[src/rtl/gcd_sched.sv]
// Round-robin front end that time-shares one GCD core among NREQ requesters.
// Zero operands bypass the core; a hung core is abandoned after TMO WAIT cycles.
`timescale 1ns/1ps
module gcd_sched #(
   parameter int NREQ = 4,
   parameter int TMO  = 64
) (
   input  logic              clk,
   input  logic              rst_n,
   input  logic [NREQ-1:0]   req,
   input  logic [NREQ*8-1:0] opa,
   input  logic [NREQ*8-1:0] opb,
   output logic [NREQ-1:0]   gnt,
   output logic [7:0]        rslt,
   output logic [NREQ-1:0]   rslt_vld,
   output logic              rslt_err,
   output logic              busy,
   output logic              core_rst,
   output logic              core_load,
   output logic [7:0]        core_din,
   input  logic [7:0]        core_rslt,
   input  logic              core_done
);

   localparam int IW = $clog2(NREQ);
   localparam int CW = $clog2(TMO + 1);

   localparam logic [2:0] S_IDLE = 3'd0;
   localparam logic [2:0] S_LOAD = 3'd1;
   localparam logic [2:0] S_OPA  = 3'd2;
   localparam logic [2:0] S_OPB  = 3'd3;
   localparam logic [2:0] S_WAIT = 3'd4;
   localparam logic [2:0] S_RESP = 3'd5;

   logic [2:0]    r_state;
   logic [1:0]    r_sync;
   logic [IW-1:0] r_ptr;
   logic [IW-1:0] r_win;
   logic [7:0]    r_opa;
   logic [7:0]    r_opb;
   logic [7:0]    r_rslt;
   logic          r_err;
   logic [CW-1:0] r_cnt;

   logic [IW-1:0] w_win;
   logic [IW-1:0] w_ptr_nxt;
   logic          w_found;
   int            w_idx;
   logic          w_grant;
   logic [7:0]    w_a;
   logic [7:0]    w_b;
   logic          w_tmo;

   // Search upward from the pointer, wrapping at NREQ.
   always_comb begin
      w_found = 1'b0;
      w_win   = '0;
      w_idx   = 0;
      for (int k = 0; k < NREQ; k++) begin
         w_idx = int'(r_ptr) + k;
         if (w_idx >= NREQ) w_idx = w_idx - NREQ;
         if (!w_found && req[IW'(w_idx)]) begin
            w_found = 1'b1;
            w_win   = IW'(w_idx);
         end
      end
   end

   assign w_ptr_nxt = (int'(w_win) == NREQ - 1) ? '0 : w_win + IW'(1);
   assign w_grant   = (r_state == S_IDLE) && r_sync[1] && w_found;
   assign w_a       = opa[{w_win, 3'b000} +: 8];
   assign w_b       = opb[{w_win, 3'b000} +: 8];
   assign w_tmo     = (r_state == S_WAIT) && !core_done && (r_cnt == CW'(TMO));

   // Reset release is resynchronised before the FSM may leave IDLE.
   always_ff @(posedge clk or negedge rst_n) begin
      if (!rst_n) r_sync <= 2'b00;
      else        r_sync <= {r_sync[0], 1'b1};
   end

   always_ff @(posedge clk or negedge rst_n) begin
      if (!rst_n) begin
         r_state <= S_IDLE;
         r_ptr   <= '0;
         r_win   <= '0;
         r_opa   <= '0;
         r_opb   <= '0;
         r_rslt  <= '0;
         r_err   <= 1'b0;
         r_cnt   <= '0;
      end else begin
         case (r_state)
            S_IDLE: if (w_grant) begin
               r_win <= w_win;
               r_ptr <= w_ptr_nxt;
               r_opa <= w_a;
               r_opb <= w_b;
               if (w_a == 8'd0 || w_b == 8'd0) begin
                  r_rslt  <= w_a | w_b;
                  r_err   <= 1'b0;
                  r_state <= S_RESP;
               end else begin
                  r_state <= S_LOAD;
               end
            end
            S_LOAD: r_state <= S_OPA;
            S_OPA:  r_state <= S_OPB;
            S_OPB: begin
               r_cnt   <= CW'(1);
               r_state <= S_WAIT;
            end
            // done wins over timeout on the final count
            S_WAIT: begin
               if (core_done) begin
                  r_rslt  <= core_rslt;
                  r_err   <= 1'b0;
                  r_state <= S_RESP;
               end else if (w_tmo) begin
                  r_rslt  <= 8'd0;
                  r_err   <= 1'b1;
                  r_state <= S_RESP;
               end else begin
                  r_cnt <= r_cnt + CW'(1);
               end
            end
            S_RESP:  r_state <= S_IDLE;
            default: r_state <= S_IDLE;
         endcase
      end
   end

   assign gnt       = w_grant ? (NREQ'(1) << w_win) : '0;
   assign rslt_vld  = (r_state == S_RESP) ? (NREQ'(1) << r_win) : '0;
   assign rslt_err  = (r_state == S_RESP) && r_err;
   assign rslt      = r_rslt;
   assign busy      = (r_state != S_IDLE);
   assign core_rst  = !rst_n || w_tmo;
   assign core_load = (r_state == S_LOAD);
   assign core_din  = (r_state == S_OPA) ? r_opa :
                      (r_state == S_OPB) ? r_opb : 8'd0;

endmodule

[config.mk]
export PLATFORM = sky130hd
export DESIGN_NAME = gcd_sched
export DESIGN_NICKNAME = d
export VERILOG_FILES = /design/src/rtl/gcd_sched.sv
export SDC_FILE = /design/constraint.sdc
export NUM_CORES = 1
export LEC_CHECK = 0
export CAP_MARGIN = 20
export CORE_UTILIZATION = 47
export CTS_CLUSTER_SIZE = 16
export DETAILED_ROUTE_END_ITERATION = 12
export HOLD_SLACK_MARGIN = 0.1
export PLACE_DENSITY_LB_ADDON = 0.2
export SLEW_MARGIN = 20
export SYNTH_ARGS = -nofsm -noshare
export SYNTH_HDL_FRONTEND = slang
export SYNTH_SLANG_ARGS = --single-unit
[constraint.sdc]
create_clock -name clk -period 3.4 [get_ports clk]
set_clock_uncertainty 0.2 [all_clocks]
set_input_delay 0.85 -clock clk [delete_from_list [all_inputs] [get_ports clk]]
set_output_delay 0.85 -clock clk [all_outputs]
set_load 0.01 [all_outputs]
==> results of run 1 <==
[final cells by class]
cell class                 count  share of cell area (%)
clock inverter                 3                   1.444
clock buffer                   5                   1.444
multi-input combinational    335                   42.75
tap                           77                   2.022
sequential                    41                   21.53
timing repair buffer         156                   30.33
inverter                       6                  0.4727
[registers in the layout, indices dropped and copies added, names as in the netlist]
| name | count |
|---|---|
| r_opa | 8 |
| r_opb | 8 |
| rslt | 8 |
| r_cnt | 7 |
| r_state | 3 |
| r_ptr | 2 |
| r_sync | 2 |
| r_win | 2 |
| r_err | 1 |
[worst max-delay path, delay by kind of cell]
kind / cells / cell delay (ns)
buffers and inverters: 2 / 0.53
AND/OR/NAND/NOR: 4 / 0.70
adder cells (fa/ha/maj): 1 / 0.18
[report_power, final]
group / internal, µW / switching [µW] / total (µW)
Combinational: 857 / 1020 / 1880
Sequential: 650 / 145 / 795
Clock: 296 / 201 / 497
[cells by family after synthesis]
logic type / count (synthesis) / synth area share, %
buffers and inverters: 37 / 6.936
AO/OA/AOI/OAI: 93 / 19.04
multiplexers: 9 / 2.775
XOR/XNOR: 4 / 1.079
flip-flops: 41 / 31.60
other: 1 / 0.1155
AND/OR/NAND/NOR: 222 / 36.15
adder cells (fa/ha/maj): 6 / 2.312
[how the worst max path moves through the flow]
stage / start / to / slack [ns] / cells after the start
after global placement: req[2] / gnt[0] / -0.49 / 8
after floorplan: req[0] / gnt[0] / 0.29 / 7
final: req[0] / gnt[3] / 0.09 / 7
after global routing: req[0] / gnt[3] / 0.03 / 6
after CTS: req[0] / gnt[0] / 0.05 / 8
after detailed placement: req[2] / gnt[1] / -0.56 / 8
[what timing repair did]
action | CTS | global route
gates cloned | 0 | 0
pin swaps | 2 | 1
setup buffers | 4 | 0
hold buffers | 0 | 0
resized for setup | 21 | 4
setup endpoints to repair | 4 | 3
hold endpoints to repair | 0 | 0
[per-layer routing]
metal  global-route usage [%]  vias up
met5                        0        -
li1                         -     1769
met4                    15.87        0
met1                    40.25     1780
met2                    49.85      191
met3                    5.156       39
[through the flow]
step | hold WS (ns) | util [%] | power (µW) | instances | setup TNS [ns]
final | 0.1661 | 73.36 | 3168 | 623 | 0
after global routing | 0.1870 | 73.36 | 3389 | 623 | 0
after CTS | 0.1674 | 73.57 | 3145 | 623 | 0
after detailed placement | 0.1466 | 70.49 | 2615 | 611 | -3.392
after global placement | 0.1355 | 70.49 | 2550 | 611 | -2.342
after floorplan | 0.1312 | - | 1926 | 413 | 0
[Yosys cell counts (all sizes together)]
cell type	n	area, µm²
a21oi	15	78.83
o21ba	1	10.01
xor2	3	26.28
nand2b	6	37.54
a22oi	8	90.08
o21ai	45	225.2
nand3	97	495.5
xnor2	1	8.760
dfrtp	41	1026
o21bai	1	7.510
clkbuf	20	116.4
nand4	4	55.05
nor3	11	66.32
and3	9	56.30
nor4	1	6.260
nor2b	9	56.30
buf	11	86.33
nor2	20	82.58
mux2i	9	90.09
o211ai	1	7.510
o31a	1	8.760
o211a	1	17.52
a2111oi	1	8.760
and4	2	17.52
and2	8	55.06
conb	1	3.750
or3	3	18.77
inv	6	22.52
or2	3	18.77
nand2	44	165.2
ha	6	75.07
nor3b	5	42.54
o31ai	2	15.01
o41ai	1	8.760
a221oi	16	140.1
==> flow_summary.yaml, run 1 <==
finish:
  final_cell_mix: "97 x clkdlybuf4s50_1, 95 x nand3_1, 46 x buf_4"
  multi_input_area_um2: 2037
  fillers: 488
  drive_gt1_share_pct: 16.67
  nets: 630
  regArea_um2: 1026
  area_growth_pct: 46.74
  layout_commonest_cell: "clkdlybuf4s50_1"
  final_area_um2: 4765
  antenna-diode-count: 0
worst_setup_path:
  critPathKind: "in -> out"
  r2r_end: "rslt[1]$_DFFE_PN0P_"
  rr_worst_depth: 11
  critPathArrivalTime_ns: 2.26
  worstReg2RegStart: "r_ptr[1]$_DFFE_PN0P_"
  cp-end-kind: "primary output"
  startpoint_type: "input port"
  crit_fanout: 4
  rrSetupSlack_ns: 0.64
  slowest_stage: "dlygate4sd2_1"
  critPathMaxStageDelay_ns: 0.27
  crit_path_cell_trace: "dlygate4sd2_1 > and2_4 > and2_4 > nor3_4 > ha_1 > and2_1 > dlygate4sd2_1"
  required_ns: 2.35
floorplanning:
  ioPinCount: 107
  core-area_um2: 6495
  die-area_um2: 7245
  start_util_pct: 49.99
  die_w_um: 85.12
  chipHeight_um: 85.12
  fp-row-count: 29
clock_network:
  cts-root-buf: "clkbuf_8"
  clk_latency_ns: 0.31
  clk_pin_slew_ns: 0.09
  numCtsBuffers: 5
  clock_tree.buffer_depth: 2
  tritoncts: "yes"
  ctsHtreeMaxLevel: 2
  clock-sinks: 41
route:
  wl_met3_um: 734
  top_layer: "met4"
  dr_total_vias: 3779
  wl_met2_mm: 5.094
  drtIter0Drc: 353
  routed_wl_mm: 10.79
  drc: 0
  routedWlPerCell_um: 17.32
  final_antenna_net_count: 0
  wl_met1_mm: 4.515
  first_pass_iters: 5
  vias_per_cell: 6.066
worst_hold_path:
  hp-class: "reg -> reg"
  hold_path_depth: 0
  holdPathEnd: "r_sync[1]$_DFF_PN0_"
  worstHoldStart: "r_sync[0]$_DFF_PN0_"
timing:
  finalSetupViolCount: 0
  timing.slew.headroom_pct: 42.80
  min_period_ns: 3.307
  setup_ws_ns: 0.09301
  worst_slew_pin_slew_ns: 0.8575
  rsz0062_at_grt: "no"
  hold_violations: 0
  max_freq_ghz: 0.3024
  drv_slew: 0
  finalCritPeriodShare_pct: 97.26
logic_synthesis:
  synth_area_per_cell_um2: 7.862
  yosysWarnings: 0
  ys_seq_area_share_pct: 31.60
  ys_ff_latch: 41
  ys_types: 52
  syn_area_um2: 3247
  synth_fp_nets: 498
  syn_inst: 413
place:
  io_buffers: 106
  hpwlAfterDp_mm: 7.974
  gp_congestion: 0.9252
  post_dp_cell_area_um2: 4578
  place_ws_ns: -0.5623
global_routing:
  grt_pass1_vias: 3698
  grt_first_pass_wirelength_mm: 17.70
  grt.total_usage_pct: 30.98
  grt_max_degree: 42
  grt-ovfl-total: 0
  antenna_found_initial: 0
pwr:
  power.density_nw_per_um2: 665.0
  vdd_drop_max_mv: 0.3186
  p_leak_uw: 0.002065
outcome:
  status: "finished clean"
job:
  cap_violations: 0
Power figures use the tool's default switching activity.
==> run 2, diff against run 1 <==
--- a/config.mk
+++ b/config.mk
@@ -11,7 +11,6 @@
 export DETAILED_ROUTE_END_ITERATION = 12
 export HOLD_SLACK_MARGIN = 0.1
 export PLACE_DENSITY_LB_ADDON = 0.2
-export SLEW_MARGIN = 20
 export SYNTH_ARGS = -nofsm -noshare
 export SYNTH_HDL_FRONTEND = slang
 export SYNTH_SLANG_ARGS = --single-unit
==> results of run 2 <==
No change in the layout: final DEF, timing and power equal those of run 1.
==> run 3, diff against run 2 <==
--- a/config.mk
+++ b/config.mk
@@ -11,6 +11,7 @@
 export DETAILED_ROUTE_END_ITERATION = 12
 export HOLD_SLACK_MARGIN = 0.1
 export PLACE_DENSITY_LB_ADDON = 0.2
+export RECOVER_POWER = 100
 export SYNTH_ARGS = -nofsm -noshare
 export SYNTH_HDL_FRONTEND = slang
 export SYNTH_SLANG_ARGS = --single-unit
==> flow_summary.yaml, run 3 (synthesis results as in run 1) <==
route:
  routedWlPerCell_um: 17.43
  vias_per_cell: 6.064
  routed_wl_mm: 10.86
  drtIter0Drc: 328
  final_antenna_net_count: 0
  first_pass_iters: 5
  drc: 0
  dr_total_vias: 3778
global_routing:
  grt.total_usage_pct: 30.98
  grt_pass1_vias: 3698
  grt_max_degree: 42
  grt_first_pass_wirelength_mm: 17.70
  antenna_found_initial: 0
  grt-ovfl-total: 0
floorplanning:
  ioPinCount: 107
  fp-row-count: 29
  start_util_pct: 49.99
  chipHeight_um: 85.12
  die-area_um2: 7245
  die_w_um: 85.12
  core-area_um2: 6495
finish:
  fillers: 496
  final_cell_mix: "95 x nand3_1, 75 x clkdlybuf4s50_1, 44 x nand2_1"
  final_area_um2: 4733
  final_util_pct: 72.88
  area_growth_pct: 45.78
  antenna-diode-count: 0
  layout_commonest_cell: "nand3_1"
  nets: 630
  drive_gt1_share_pct: 15.02
clock_network:
  clk_pin_slew_ns: 0.09
  numCtsBuffers: 5
  ctsHtreeMaxLevel: 2
  cts-root-buf: "clkbuf_8"
  clk_latency_ns: 0.31
  clock-sinks: 41
  clock_tree.buffer_depth: 2
  tritoncts: "yes"
worst_hold_path:
  worstHoldStart: "r_sync[0]$_DFF_PN0_"
  hp-class: "reg -> reg"
  hold_path_depth: 0
job:
  cap_violations: 0
place:
  io_buffers: 106
  hpwlAfterDp_mm: 7.974
  post_dp_cell_area_um2: 4578
  gp_congestion: 0.9252
  place_ws_ns: -0.5623
pwr:
  power_switching_uw: 1357
  vdd_drop_max_mv: 0.3142
  total_power_uw: 3119
  pwr-share-clk_pct: 15.8
  combPwrFrac_pct: 58.7
  seqPwrFrac_pct: 25.5
  p_int_uw: 1763
  switching_share_pct: 43.49
  p_leak_uw: 0.002052
  power.density_nw_per_um2: 659.0
timing:
  drv_slew: 0
  hold_violations: 0
  finalSetupViolCount: 0
  worst_slew_pin_slew_ns: 1.166
  min_period_ns: 3.315
  max_freq_ghz: 0.3017
  finalCritPeriodShare_pct: 97.49
  rsz0062_at_grt: "no"
  timing.slew.headroom_pct: 22.25
  setup_ws_ns: 0.08534
  fin_setup_tns_ns: 0
outcome:
  status: "finished clean"
worst_setup_path:
  critPathKind: "in -> out"
  path_buf_inv: 2
  rr_worst_depth: 11
  slowest_stage: "dlygate4sd2_1"
  cp-end-kind: "primary output"
  crit_path_cell_trace: "dlygate4sd2_1 > and2_4 > and2_4 > nor3_4 > ha_1 > and2_0 > dlygate4sd2_1"
  worstReg2RegStart: "r_ptr[1]$_DFFE_PN0P_"
  crit_fanout: 4
  startpoint_type: "input port"
  critPathMaxStageDelay_ns: 0.27
  critPathArrivalTime_ns: 2.26
  cp-startpoint: "req[0]"
  crit_cells: 7
  cp_top_family: "simple AND/OR/NAND/NOR gates"
  required_ns: 2.35
  rrSetupSlack_ns: 0.50
run 3: cell type report:
class                   instances  area [µm²]  share of cell area, %
well taps                      77       96.34                  2.035
clock inverters                 3       68.82                  1.454
inverters                       6       22.52                 0.4758
repair buffers                156        1424                  30.08
multi-input cells             335        2027                  42.82
clock buffers                   5       68.82                  1.454
flip-flops and latches         41        1026                  21.68
run 3: power groups by stage:
| stage | registers (µW) | clock network, µW | logic (µW) |
|---|---|---|---|
| after floorplan | 752 | 0 | 1170 |
| after global placement | 788 | 0 | 1760 |
| after detailed placement | 801 | 0 | 1810 |
| after CTS | 791 | 497 | 1860 |
| after global routing | 816 | 518 | 2010 |
| final | 795 | 494 | 1830 |
run 3: final timing paths:
path                                         to
setup / recovery                         gnt[3]
hold / removal              r_sync[1]$_DFF_PN0_
setup reg to reg            rslt[3]$_DFFE_PN0P_
hold reg to reg             r_sync[1]$_DFF_PN0_
max in group asynchronous  r_opa[7]$_DFFE_PN0P_
min in group asynchronous  r_ptr[1]$_DFFE_PN0P_
run 3: metrics by stage:
stage / std cells / hold slack, ns
after global routing: 623 / 0.1870
after detailed placement: 611 / 0.1466
final: 623 / 0.1654
after CTS: 623 / 0.1674
after floorplan: 413 / 0.1312
after global placement: 611 / 0.1355
run 3: what timing repair did:
item                                   CTS  global route
setup endpoints to repair                4             3
endpoints found under the hold margin    0             0
gates resized for setup                 21             4
pin swaps                                2             1
hold buffers                             0             0
buffers inserted                         4             0
run 3: routing by layer:
layer | up-vias | routed length (µm) | GRT usage, %
li1 | 1768 | - | -
met1 | 1782 | 4564 | 40.25
met2 | 190 | 5111 | 49.85
met3 | 38 | 737 | 5.156
met4 | 0 | 448 | 15.87
met5 | - | 0 | 0
